<file path="src/rtl/conv_encoder.sv">
// Punctured K=7 convolutional encoder (G1=171, G2=133), rates 1/2, 2/3, 3/4 and 5/6.
// Serial bit in, serial coded bit out through a 2-entry buffer with input backpressure.
module conv_encoder (
    input  logic       clk,
    input  logic       reset,
    input  logic       in_bits,
    input  logic       in_valid,
    output logic       in_ready,
    output logic       out_bits,
    output logic       out_valid,
    input  logic [1:0] rate,
    input  logic       reload
);

    logic [5:0] s_r;
    logic [2:0] p_r;
    logic [1:0] rate_r;
    logic [1:0] count_r;
    logic [1:0] fifo_r;
    logic       out_bits_r;
    logic       out_valid_r;

    logic       accept_s;
    logic       pop_s;
    logic       x_s;
    logic       y_s;
    logic       keep_x_s;
    logic       keep_y_s;
    logic [7:0] mask_x_s;
    logic [7:0] mask_y_s;
    logic [2:0] p_last_s;
    logic [2:0] p_next_s;
    logic [1:0] count_next_s;
    logic [1:0] fifo_next_s;

    function automatic logic g1_bit(input logic b, input logic [5:0] s);
        return b ^ s[0] ^ s[1] ^ s[2] ^ s[5];
    endfunction

    function automatic logic g2_bit(input logic b, input logic [5:0] s);
        return b ^ s[1] ^ s[2] ^ s[4] ^ s[5];
    endfunction

    assign in_ready  = (count_r <= 2'd1) && !reload;
    assign out_bits  = out_bits_r;
    assign out_valid = out_valid_r;

    // Mother code, puncture masks (bit n = phase n) and buffer next state
    always_comb begin
        accept_s     = in_valid && in_ready;
        pop_s        = (count_r != 2'd0);
        x_s          = g1_bit(in_bits, s_r);
        y_s          = g2_bit(in_bits, s_r);
        mask_x_s     = 8'h01;
        mask_y_s     = 8'h01;
        p_last_s     = 3'd0;
        fifo_next_s  = fifo_r;
        count_next_s = count_r;
        case (rate_r)
            2'd0: begin
                mask_x_s = 8'h01;
                mask_y_s = 8'h01;
                p_last_s = 3'd0;
            end
            2'd1: begin
                mask_x_s = 8'h01;
                mask_y_s = 8'h03;
                p_last_s = 3'd1;
            end
            2'd2: begin
                mask_x_s = 8'h05;
                mask_y_s = 8'h03;
                p_last_s = 3'd2;
            end
            default: begin
                mask_x_s = 8'h15;
                mask_y_s = 8'h0B;
                p_last_s = 3'd4;
            end
        endcase
        keep_x_s = mask_x_s[p_r];
        keep_y_s = mask_y_s[p_r];
        p_next_s = (p_r == p_last_s) ? 3'd0 : p_r + 3'd1;
        if (accept_s) begin
            // An accept only happens at count<=1, and any held bit pops on the same edge
            fifo_next_s  = keep_x_s ? {y_s, x_s} : {1'b0, y_s};
            count_next_s = {1'b0, keep_x_s} + {1'b0, keep_y_s};
        end else if (pop_s) begin
            fifo_next_s  = {1'b0, fifo_r[1]};
            count_next_s = count_r - 2'd1;
        end else begin
            fifo_next_s  = fifo_r;
            count_next_s = count_r;
        end
    end

    // Trellis state, puncture phase, buffer and registered output
    always_ff @(posedge clk or posedge reset) begin
        if (reset) begin
            s_r         <= 6'd0;
            p_r         <= 3'd0;
            rate_r      <= 2'd0;
            count_r     <= 2'd0;
            fifo_r      <= 2'd0;
            out_bits_r  <= 1'b0;
            out_valid_r <= 1'b0;
        end else if (reload) begin
            s_r         <= 6'd0;
            p_r         <= 3'd0;
            rate_r      <= rate;
            count_r     <= 2'd0;
            fifo_r      <= 2'd0;
            out_bits_r  <= 1'b0;
            out_valid_r <= 1'b0;
        end else begin
            if (accept_s) begin
                s_r <= {s_r[4:0], in_bits};
                p_r <= p_next_s;
            end
            count_r     <= count_next_s;
            fifo_r      <= fifo_next_s;
            out_valid_r <= pop_s;
            out_bits_r  <= pop_s ? fifo_r[0] : 1'b0;
        end
    end

endmodule

</file>
<file path="config.mk">
export PLATFORM = sky130hd
export DESIGN_NAME = conv_encoder
export DESIGN_NICKNAME = d
export VERILOG_FILES = /design/src/rtl/conv_encoder.sv
export SDC_FILE = /design/constraint.sdc
export NUM_CORES = 1
export LEC_CHECK = 0
export CAP_MARGIN = 20
export CORE_ASPECT_RATIO = 0.7
export CORE_MARGIN = 2
export CORE_UTILIZATION = 42
export DETAILED_ROUTE_END_ITERATION = 16
export GPL_TIMING_DRIVEN = 0
export SLEW_MARGIN = 20
export SYNTH_ARGS = -nofsm -noshare
export SYNTH_HDL_FRONTEND = slang
export SYNTH_SLANG_ARGS = --single-unit
</file>
<file path="constraint.sdc">
create_clock -name clk -period 3.44 [get_ports clk]
set_input_delay 0.688 -clock clk [delete_from_list [all_inputs] [get_ports clk]]
set_output_delay 0.688 -clock clk [all_outputs]
set_load 0.02 [all_outputs]
</file>
[Word level (Yosys, flattened, before mapping)]
Index checks and enable logic that the tools add are counted.
Word-level totals
  output and inout port bits: 3
  word-level logic and storage cells: 54
  memory bits (read-only): 0
  latch bits: 0
  flip-flop bits (word level): 17
  input bits: 7
  RAM bits: 0
  memories: 0
Operators by class
  order comparisons: 2
  add/sub/neg operators: 3
  bitwise gates (word level): 8
  shifts and indexed selects: 0
  reduce and logical (&&, ||, !) cells: 9
  div/mod/pow operators: 0
  equality and inequality tests: 3
  multiply operators: 0
  mux-type cells: 22
Operator list (count)
  2-bit 2-to-1 mux: 7
  6-bit 2-to-1 mux: 2
  5-bit one-hot mux with 2 select lines: 1
  3-bit 2-to-1 mux: 3
  3-bit one-hot mux with 3 select lines: 1
  4-bit one-hot mux with 2 select lines: 1
  1-bit XOR: 8
  1-bit binary-select mux with 3-bit select: 2
  1-bit 2-to-1 mux: 5
  3-bit by 4-bit < comparator with 1-bit output (second input constant): 1
  2-bit nonzero test: 2
  2-bit OR reduction: 2
  3-bit by 1-bit adder with 3-bit output (second input constant): 1
  3-bit equality test: 1
  3-bit nonzero test: 1
  1-bit by 1-bit adder with 2-bit output: 1
  2-bit by 1-bit equality test with 1-bit output (second input constant): 1
  2-bit equality test (second input constant): 1
  2-bit by 1-bit <= comparator with 1-bit output (second input constant): 1
  1-bit logical AND: 2
  2-bit logical NOT: 1
  2-bit by 1-bit subtractor with 2-bit output (second input constant): 1
  1-bit logical NOT: 1

[Longest topological paths before layout]
Gate-level depths: netlist of the first run.
  depth after elaboration: 8
  depth in mapped cells: 8
  depth with buffers taken out: 7

[Worst setup path before layout of the first run]
No wires, ideal clock.
  path kind: input-to-output
  from: in reload
  to: out in_ready
  buffers on the path: 1
  slack: 1.564 ns
  stages on the path: 2
  arrival time: 1.188 ns
  data required time: 2.752 ns
  cell sequence: clkbuf_1 -> nor2_1
Between the ends
  longest elaborated chain between the ends: 2
Ends and longest elaborated chain
  start: declaration: RTL line 12  | input logic reload
  1-bit logical NOT: RTL line 44  | assign in_ready = (count_r <= 2'd1) && !reload;
  1-bit logical AND: RTL line 44
  end: declaration: RTL line 8  | output logic in_ready,
No other way between the ends.

[Worst setup path in the final report of the first run]
Ends and elaborated chain as after synthesis.

==> results of run 1 <==
## placed cells by master (no fill, tap or decap), drive strengths merged, types with 3 or more instances in the layout
cell type | Yosys | final
nand2 | 19 | 19
dfrtp | 17 | 17
clkdlybuf4s50 | 0 | 9
clkbuf | 3 | 7
nor2 | 6 | 6
o211ai | 5 | 5
inv | 5 | 5
ha | 4 | 4
a21oi | 4 | 4
mux2 | 3 | 3
## how the worst max path moves through the flow
| stage | slack (ns) | cells after the start | start | endpoint |
|---|---|---|---|---|
| 2_1_floorplan | 1.56 | 2 | reload | in_ready |
| 3_3_place_gp | 0.52 | 4 | reload | in_ready |
| 3_5_place_dp | 0.53 | 4 | reload | in_ready |
| 4_1_cts | 0.53 | 4 | reload | in_ready |
| 5_1_grt | 0.49 | 4 | reload | in_ready |
| 6_report | 0.56 | 4 | reload | in_ready |
## critical path, stage by stage
cell and delay (ns):
clkdlybuf4s50_1 0.49, clkbuf_1 0.37, nor2_1 0.09, clkdlybuf4s50_1 0.55
## registers in the layout (all words and copies together) (netlist names)
register / cells
s_r: 6
out_valid: 1
count_r: 2
p_r: 3
out_bits: 1
rate_r: 2
fifo_r: 2
## cell type report
| class | instances | share of cell area |
|---|---|---|
| multi-input cells | 74 | 0.459 |
| flip-flops and latches | 17 | 0.369 |
| repair buffers | 9 | 0.0781 |
| well taps | 32 | 0.0347 |
| clock buffers | 4 | 0.0228 |
| inverters | 7 | 0.0228 |
| plain buffers | 4 | 0.0141 |
## where the power goes
part | total [mW] | switching [mW] | internal, mW
combinational | 0.228 | 0.125 | 0.103
sequential | 0.260 | 0.0302 | 0.230
clock | 0.101 | 0.0563 | 0.0451
## per-layer routing
metal,track usage,up-vias
met2,0.246,19
met4,0.0267,0
li1,-,385
met1,0.192,351
met3,0.0449,0
met5,0,-
## kinds of logic (layout without fill, tap and decap cells)
family	Yosys count	count (layout)
simple gates	41	41
compound gates	21	21
flops	17	17
buf+inv	11	24
xor+xnor	5	5
fa+ha+maj	4	4
mux	3	3
==> flow_summary.rst, run 1 <==
.. list-table::
   :header-rows: 1

   * - Metric
     - Value
   * - Area added between synthesis and finish
     - 15.7%
   * - First-pass GRT wire length
     - 3.10 mm
   * - Total area of sequential cells
     - 425 um2
   * - Post-route fraction of the period consumed by the critical path
     - 0.837
   * - Source of the worst register-to-register timing path
     - count_r[0]
   * - Fin cells
     - 147
   * - Antenna diodes
     - 0
   * - Library cell with the largest summed area after synthesis
     - dfrtp_1
   * - M1 wire length
     - 957 um
   * - Setup CP Type
     - input pin to output pin
   * - Final ANT Viol Nets
     - 0
   * - Most used flip-flop cell after synthesis
     - dfrtp_1
   * - Total power divided by cell area
     - 511 nW/um2
   * - Status
     - completed
   * - Adder-cell area share of the yosys netlist
     - 0.0502
   * - Highest clock frequency the design can meet
     - 0.347 GHz
   * - Static leakage power
     - 0.530 nW
   * - Area of placed instances
     - 1130 um2
   * - I/O Buffers
     - 9
   * - Minimum setup slack in the final design
     - 0.560 ns
   * - Drt wl/cell
     - 12.7 um
   * - Post-synthesis mux area share
     - 0.0339
   * - Initial standard-cell utilization of the core
     - 0.455
   * - Number of buffers inserted to repair setup after CTS
     - 0
   * - Unique cell type count in the Yosys netlist
     - 37
   * - Post-Syn Instances
     - 102
   * - Xor and xnor area share after synthesis
     - 0.0790
   * - Kind of start point of the critical path
     - input pin
   * - Worst hold path endpoint
     - s_r[4]
   * - Max Cap Violations
     - 0
   * - Footprint of the multi-input gates
     - 529 um2
   * - Total number of clock tree sinks
     - 17
   * - Count of hold-fix buffers inserted at cts
     - 0
   * - Area fraction of the dominant cell type after synthesis
     - 0.427
   * - GRT Total Usage
     - 0.145
   * - Overall die width
     - 62.2 um
   * - Number of enable-type register cells in the synthesized netlist
     - 0
   * - Detailed-route wire length
     - 1.87 mm
   * - Number of nets in the synthesized netlist
     - 113
   * - Hold slack
     - 0.495 ns
   * - Most common library cells after synthesis
     - nand2_1, dfrtp_1, nor2_1
   * - Transition time at the pin with the least slew margin
     - 0.659 ns
   * - Synthesized-area fraction occupied by ao, oa, aoi and oai cells
     - 0.157
   * - Number of optimization iterations in the first detailed-route pass
     - 4
   * - CTS tree
     - yes
   * - Setup clock skew after layout
     - 0.00374 ns
   * - Most area-consuming cells after synthesis
     - dfrtp_1, nand2_1, ha_1
   * - Setup slack at placement
     - 0.525 ns
   * - Setup violation total in the final timing report
     - 0
   * - Via count
     - 755
   * - Layout cells sized above 1
     - 0.113
   * - PostCTS Resize Cnt
     - 0
   * - Area of the core region
     - 2190 um2
   * - Type of the worst min-delay path
     - flop to flop
   * - Dominant combinational cell family by area after synthesis
     - simple AND/OR/NAND/NOR gates
   * - Remaining DRCs
     - 0
   * - Crit path time final
     - 2.88 ns
   * - Critical path capture point type
     - output pin
   * - Worst-Skew Late Latency
     - 0.28 ns
   * - Number of top-level design ports
     - 10
   * - Cell count of the worst hold path
     - 2
   * - Chip Height
     - 44.8 um
   * - Terminus of the critical flop-to-flop path
     - p_r[2]
   * - Post-layout util
     - 0.527
   * - CTS clk-pin slew, worst paths
     - 0.09 ns
   * - Worst-case headroom to the max-slew limit
     - 0.560
   * - Cell with the most instances after synthesis
     - nand2_1
   * - Post-synthesis register bit count
     - 17
   * - Uppermost routed layer
     - met3
   * - Synth Area in Simple Gates
     - 0.211
   * - Hold Startpoint
     - s_r[3]
   * - Number of warnings reported in the yosys synthesis log
     - 0
   * - Worst reg-to-reg path cell count
     - 6
   * - DP Wirelength
     - 1.38 mm
   * - Pin count of the biggest net entering global routing
     - 18
   * - Final layout net count
     - 127
   * - Maximum buffer depth of the clock tree
     - 2
   * - Share of flip-flops with an asynchronous set or reset after synthesis
     - 1.00
   * - Number of levels in the clock H-tree
     - 1
   * - 1st-iter DRT viols
     - 30
   * - Largest driver fanout on the critical path
     - 10
   * - Total power draw
     - 0.590 mW
   * - Met2 wire length
     - 819 um
   * - Worst EP required
     - 2.75 ns
   * - FP Rows
     - 14
   * - Setup repair after global routing missed its margin
     - no
   * - Wire length on met3
     - 97 um
   * - Vias in the first global route
     - 714
   * - Final weighted congestion in routability-driven placement
     - 0.693
   * - Area of the mapped netlist
     - 997 um2
   * - Count of fill cells added during filler insertion
     - 210
   * - Worst-case register-to-register setup slack
     - 1.50 ns
   * - Area of all placed cells without fillers
     - 1150 um2
   * - TritonCTS Buffers
     - 3
   * - Avg Cell Area, Syn
     - 9.78 um2
   * - Data arrival at the endpoint of the critical path
     - 2.19 ns
   * - Number of placed instances, taps included
     - 143
   * - Endpoints failing hold
     - 0
   * - DIE AREA
     - 2790 um2
   * - VDD IR-drop max
     - 0.222 mV
   * - Number of antenna violations at the first check in global routing
     - 0
   * - Remaining global-route overflow
     - 0
   * - Via density per instance
     - 5.14
   * - Final slew viol count
     - 0
   * - Clock tree root buffer cell
     - clkbuf_4
   * - Sequential area share after synthesis
     - 0.427
   * - Sum Neg Setup Slack
     - 0 ns
Note: power is estimated with default switching activity, not from simulation.
==> inputs of run 2 (changes only) <==
clock period = 2.3 ns   (was 3.44 ns; I/O delays follow)
==> flow_summary.rst, run 2 (synthesis results as in run 1) <==
.. list-table::
   :header-rows: 1

   * - Metric
     - Value
   * - Status
     - completed
   * - Footprint of the multi-input gates
     - 529 um2
   * - 1st-iter DRT viols
     - 39
   * - Number of antenna violations at the first check in global routing
     - 0
   * - Max Cap Violations
     - 0
   * - Area of placed instances
     - 1130 um2
   * - Highest clock frequency the design can meet
     - 0.476 GHz
   * - Number of buffers inserted to repair setup after CTS
     - 0
   * - Setup CP Type
     - flop to output pin
   * - Remaining global-route overflow
     - 0
   * - Leading cell types in the layout, fill and taps excluded
     - nand2_1, dfrtp_1, clkdlybuf4s50_1, nor2_1
   * - Worst-case headroom to the max-slew limit
     - 0.560
   * - Setup violation total in the final timing report
     - 0
   * - Endpoints failing hold
     - 0
   * - Data arrival at the endpoint of the critical path
     - 1.64 ns
   * - Post-route fraction of the period consumed by the critical path
     - 0.914
   * - DIE AREA
     - 2790 um2
   * - Setup repair after global routing missed its margin
     - no
   * - Via count
     - 756
   * - Drt wl/cell
     - 13.0 um
   * - Worst-Skew Late Latency
     - 0.29 ns
   * - Critical path's top delay family
     - buffers and inverters
   * - Commonest non-fill, non-tap cell in the layout
     - nand2_1
   * - Critical path capture point type
     - output pin
   * - Total number of clock tree sinks
     - 17
   * - Worst EP required
     - 1.84 ns
   * - Setup clock skew after layout
     - 0.00320 ns
   * - Transition time at the pin with the least slew margin
     - 0.659 ns
   * - Final slew viol count
     - 0
   * - Area of all placed cells without fillers
     - 1150 um2
   * - Crit path time final
     - 2.10 ns
   * - Layout cells sized above 1
     - 0.123
   * - I/O Buffers
     - 9
   * - GRT Total Usage
     - 0.146
   * - DP Wirelength
     - 1.38 mm
   * - Initial standard-cell utilization of the core
     - 0.455
   * - Largest driver fanout on the critical path
     - 9
   * - Crit path buffers/inverters
     - 2
   * - Number of optimization iterations in the first detailed-route pass
     - 4
   * - Antenna diodes
     - 0
   * - Type of the worst min-delay path
     - flop to flop
   * - Static leakage power
     - 0.536 nW
   * - Number of top-level design ports
     - 10
   * - Area added between synthesis and finish
     - 15.4%
   * - Via density per instance
     - 5.18
   * - Crit-path cells
     - ha_1 -> nor2b_1 -> clkbuf_4 -> nor2_1 -> dlygate4sd2_1
   * - Worst reg-to-reg path cell count
     - 7
   * - Final weighted congestion in routability-driven placement
     - 0.693
   * - Chip Height
     - 44.8 um
   * - Final layout net count
     - 126
   * - Number of levels in the clock H-tree
     - 1
   * - Count of fill cells added during filler insertion
     - 208
   * - Flip-flop count of the largest register after layout
     - 6
   * - Worst path max stage delay
     - 0.42 ns
   * - Register with the most flip-flops
     - s_r
   * - First-pass GRT wire length
     - 3.13 mm
   * - Kind of start point of the critical path
     - flop
   * - Total area of sequential cells
     - 425 um2
   * - CTS tree
     - yes
   * - Cell count of the worst hold path
     - 2
   * - Remaining DRCs
     - 0
   * - Largest registers
     - s_r (6), p_r (3)
   * - FP Rows
     - 14
   * - Sum Neg Setup Slack
     - 0 ns
   * - Final ANT Viol Nets
     - 0
   * - Slowest library cell on the worst path
     - dfrtp_1
   * - Total power divided by cell area
     - 770 nW/um2
   * - Detailed-route wire length
     - 1.90 mm
   * - Area of the core region
     - 2190 um2
   * - CTS clk-pin slew, worst paths
     - 0.09 ns
   * - Overall die width
     - 62.2 um
   * - TritonCTS Buffers
     - 3
   * - Vias in the first global route
     - 716
   * - Pin count of the biggest net entering global routing
     - 18
   * - VDD IR-drop max
     - 0.349 mV
   * - Total stage count of the critical path
     - 5
   * - Clock tree root buffer cell
     - clkbuf_4
   * - Maximum buffer depth of the clock tree
     - 2
[run 2: changes by cell type in the layout (fill, tap and decap cells not counted)]
cell,delta
dlygate4sd2_1,+2
clkbuf_1,-2
clkbuf_4,+1
clkdlybuf4s50_1,-2
[run 2: layout make-up]
class | count | share of cell area
clock buffer | 4 | 0.0228
sequential | 17 | 0.370
tap | 32 | 0.0348
inverter | 7 | 0.0228
buffer | 3 | 0.0141
timing repair buffer | 9 | 0.0761
multi-input combinational | 74 | 0.460
[run 2: worst min-delay path: stages, from the launching register on]
cell and delay, ns:
dfrtp_1 0.35, nand2_1 0.05, o21ai_0 0.06
[run 2: worst paths after layout]
kind / start / slack (ns) / to
worst max-delay path: count_r[0] / 0.20 / in_ready
worst min-delay path: s_r[3] / 0.49 / s_r[4]
worst max register to register: count_r[1] / 0.44 / p_r[2]
worst min register to register: s_r[3] / 0.49 / s_r[4]
max in group asynchronous: reset / 1.31 / rate_r[1]
min in group asynchronous: reset / 0.57 / p_r[0]
[run 2: stage by stage]
| step | setup WS, ns | util | std cells | total power, mW | hold slack, ns |
|---|---|---|---|---|---|
| global route | 0.123 | 0.526 | 146 | 0.948 | 0.539 |
| floorplan | 0.650 | - | 102 | 0.639 | 0.386 |
| global placement | -0.161 | 0.515 | 143 | 0.726 | 0.465 |
| detailed placement | -0.159 | 0.515 | 143 | 0.736 | 0.474 |
| CTS | 0.178 | 0.526 | 146 | 0.898 | 0.499 |
| finish | 0.198 | 0.526 | 146 | 0.886 | 0.491 |
[run 2: report_power, final]
part	total (mW)	internal (mW)	switching, mW
clock	0.153	0.0674	0.0852
combinational	0.344	0.156	0.188
sequential	0.390	0.344	0.0454
total	0.886	0.568	0.318
[run 2: metal layers]
layer | up-vias | GRT usage | wire length, um
met2 | 15 | 0.250 | 830
met5 | - | 0 | 0
met3 | 2 | 0.0449 | 87
li1 | 377 | - | -
met4 | 0 | 0.0267 | 4
met1 | 362 | 0.192 | 972
[run 2: timing repair]
| action | in CTS | in global routing |
|---|---|---|
| hold buffers | 0 | 0 |
| endpoints found under the setup margin | 1 | 0 |
| resized for setup | 4 | 0 |
==> inputs of run 3 (changes only) <==
CORE_MARGIN = unset   (was 2)
==> flow_summary.rst, run 3 (synthesis results as in run 1) <==
.. list-table::
   :header-rows: 1

   * - Metric
     - Value
   * - Terminus of the critical flop-to-flop path
     - p_r[0]
   * - Cell-internal power
     - 0.565 mW
   * - Worst-case register-to-register setup slack
     - 0.44 ns
   * - Chip Height
     - 42.8 um
   * - Worst reg-to-reg path cell count
     - 7
   * - Setup slack at placement
     - -0.142 ns
   * - Area of the core region
     - 2190 um2
   * - Largest registers
     - s_r (6), p_r (3)
   * - Post-route fraction of the period consumed by the critical path
     - 0.916
   * - Register with the most flip-flops
     - s_r
   * - Antenna diodes
     - 0
   * - Worst EP required
     - 1.84 ns
   * - Area of all placed cells without fillers
     - 1150 um2
   * - Total number of clock tree sinks
     - 17
   * - 1st-iter DRT viols
     - 17
   * - FP Rows
     - 14
   * - Leading cell types in the layout, fill and taps excluded
     - nand2_1, dfrtp_1, clkdlybuf4s50_1, nor2_1
   * - Setup repair after global routing missed its margin
     - no
   * - TritonCTS Buffers
     - 3
   * - Number of buffers inserted to repair setup after CTS
     - 0
   * - First-pass GRT wire length
     - 3.18 mm
   * - Area added between synthesis and finish
     - 15.2%
   * - Pin count of the biggest net entering global routing
     - 18
   * - Switching pwr
     - 0.322 mW
   * - Kind of start point of the critical path
     - flop
   * - Minimum setup slack in the final design
     - 0.193 ns
   * - Highest clock frequency the design can meet
     - 0.475 GHz
   * - Part of the total power dissipated in sequential elements
     - 0.439
   * - Endpoints failing hold
     - 0
   * - Status
     - completed
   * - Vias in the first global route
     - 704
   * - Largest driver fanout on the critical path
     - 9
   * - Worst-case headroom to the max-slew limit
     - 0.564
   * - Count of hold-fix buffers inserted at cts
     - 0
   * - Drt wl/cell
     - 12.5 um
   * - VDD IR-drop max
     - 0.475 mV
   * - Final slew viol count
     - 0
   * - Portion of total power attributed to the clock network
     - 0.177
   * - Switching portion of total power
     - 0.363
   * - Via density per instance
     - 5.18
   * - Number of antenna violations at the first check in global routing
     - 0
   * - Remaining DRCs
     - 0
   * - I/O Buffers
     - 9
   * - Post-layout util
     - 0.525
   * - CTS clk-pin slew, worst paths
     - 0.09 ns
   * - Maximum buffer depth of the clock tree
     - 2
   * - Worst hold path endpoint
     - s_r[4]
   * - Overall die width
     - 60.2 um
   * - Commonest non-fill, non-tap cell in the layout
     - nand2_1
   * - Sum Neg Setup Slack
     - 0 ns
   * - Number of optimization iterations in the first detailed-route pass
     - 4
   * - Worst-Skew Late Latency
     - 0.29 ns
   * - Clock tree root buffer cell
     - clkbuf_4
   * - Source of the worst register-to-register timing path
     - count_r[1]
   * - Cell count of the worst hold path
     - 2
   * - Setup CP Type
     - flop to output pin
   * - Crit path time final
     - 2.11 ns
   * - Count of fill cells added during filler insertion
     - 195
   * - Setup clock skew after layout
     - 0.000954 ns
   * - Setup violation total in the final timing report
     - 0
   * - Data arrival at the endpoint of the critical path
     - 1.65 ns
   * - Final weighted congestion in routability-driven placement
     - 0.792
   * - Area of placed instances
     - 1130 um2
   * - Comb power frac
     - 0.384
   * - Hold Startpoint
     - s_r[3]
   * - Total power divided by cell area
     - 773 nW/um2
   * - DP Wirelength
     - 1.30 mm
   * - Initial standard-cell utilization of the core
     - 0.455
   * - DIE AREA
     - 2580 um2
   * - Via count
     - 756
   * - Critical path capture point type
     - output pin
   * - Static leakage power
     - 0.535 nW
   * - Transition time at the pin with the least slew margin
     - 0.654 ns
   * - Type of the worst min-delay path
     - flop to flop
   * - Flip-flop count of the largest register after layout
     - 6
   * - Remaining global-route overflow
     - 0
   * - Number of levels in the clock H-tree
     - 1
   * - Final ANT Viol Nets
     - 0
   * - Number of top-level design ports
     - 10
   * - Final layout net count
     - 126
   * - GRT Total Usage
     - 0.170
   * - Detailed-route wire length
     - 1.83 mm
   * - Layout cells sized above 1
     - 0.123
   * - CTS tree
     - yes
   * - Max Cap Violations
     - 0
## run 3: how the worst max path moves through the flow
stage                           from       end
after floorplan           count_r[0]    p_r[2]
after global placement        reload  in_ready
after detailed placement      reload  in_ready
after CTS                 count_r[0]  in_ready
after global routing      count_r[0]  in_ready
final                     count_r[0]  in_ready
## run 3: per-layer routing
metal | up-vias | global-route usage | share of wire
li1 | 382 | - | -
met1 | 355 | 0.259 | 0.53
met2 | 19 | 0.224 | 0.40
met3 | 0 | 0.0640 | 0.062
met4 | 0 | 0.0372 | 0
met5 | - | 0 | 0
## run 3: what timing repair did
item                                   in CTS  in global routing
endpoints found under the hold margin       0                  0
resized for setup                           3                  0
setup endpoints to repair                   1                  0
## run 3: area by class of cell
type,count,area [um2],area share
clock buffer,4,26.3,0.0229
timing repair buffer,9,87.6,0.0763
multi-input combinational,74,529,0.461
buffer,3,13.8,0.0120
inverter,7,26.3,0.0229
sequential,17,425,0.370
tap,32,40.0,0.0349
## run 3: metrics by stage
| stage | power (mW) | hold WS [ns] | cells |
|---|---|---|---|
| 6_report | 0.887 | 0.495 | 146 |
| 5_1_grt | 0.967 | 0.529 | 146 |
| 4_1_cts | 0.893 | 0.496 | 146 |
| 3_5_place_dp | 0.735 | 0.470 | 143 |
| 3_3_place_gp | 0.726 | 0.467 | 143 |
| 2_1_floorplan | 0.639 | 0.386 | 102 |
## run 3: critical path, stage by stage, from the launching register on
cell	delay, ns
dfrtp_1	0.42
ha_1	0.21
nor2b_1	0.11
clkbuf_2	0.23
nor2_1	0.06
dlygate4sd2_1	0.33
## run 3: power by group through the flow
| stage | combinational (mW) | sequential (mW) | clock, mW |
|---|---|---|---|
| after global routing | 0.386 | 0.398 | 0.182 |
| after global placement | 0.333 | 0.393 | 0 |
| after CTS | 0.340 | 0.389 | 0.163 |
| after detailed placement | 0.340 | 0.395 | 0 |
| after floorplan | 0.245 | 0.393 | 0 |
| final | 0.340 | 0.390 | 0.157 |
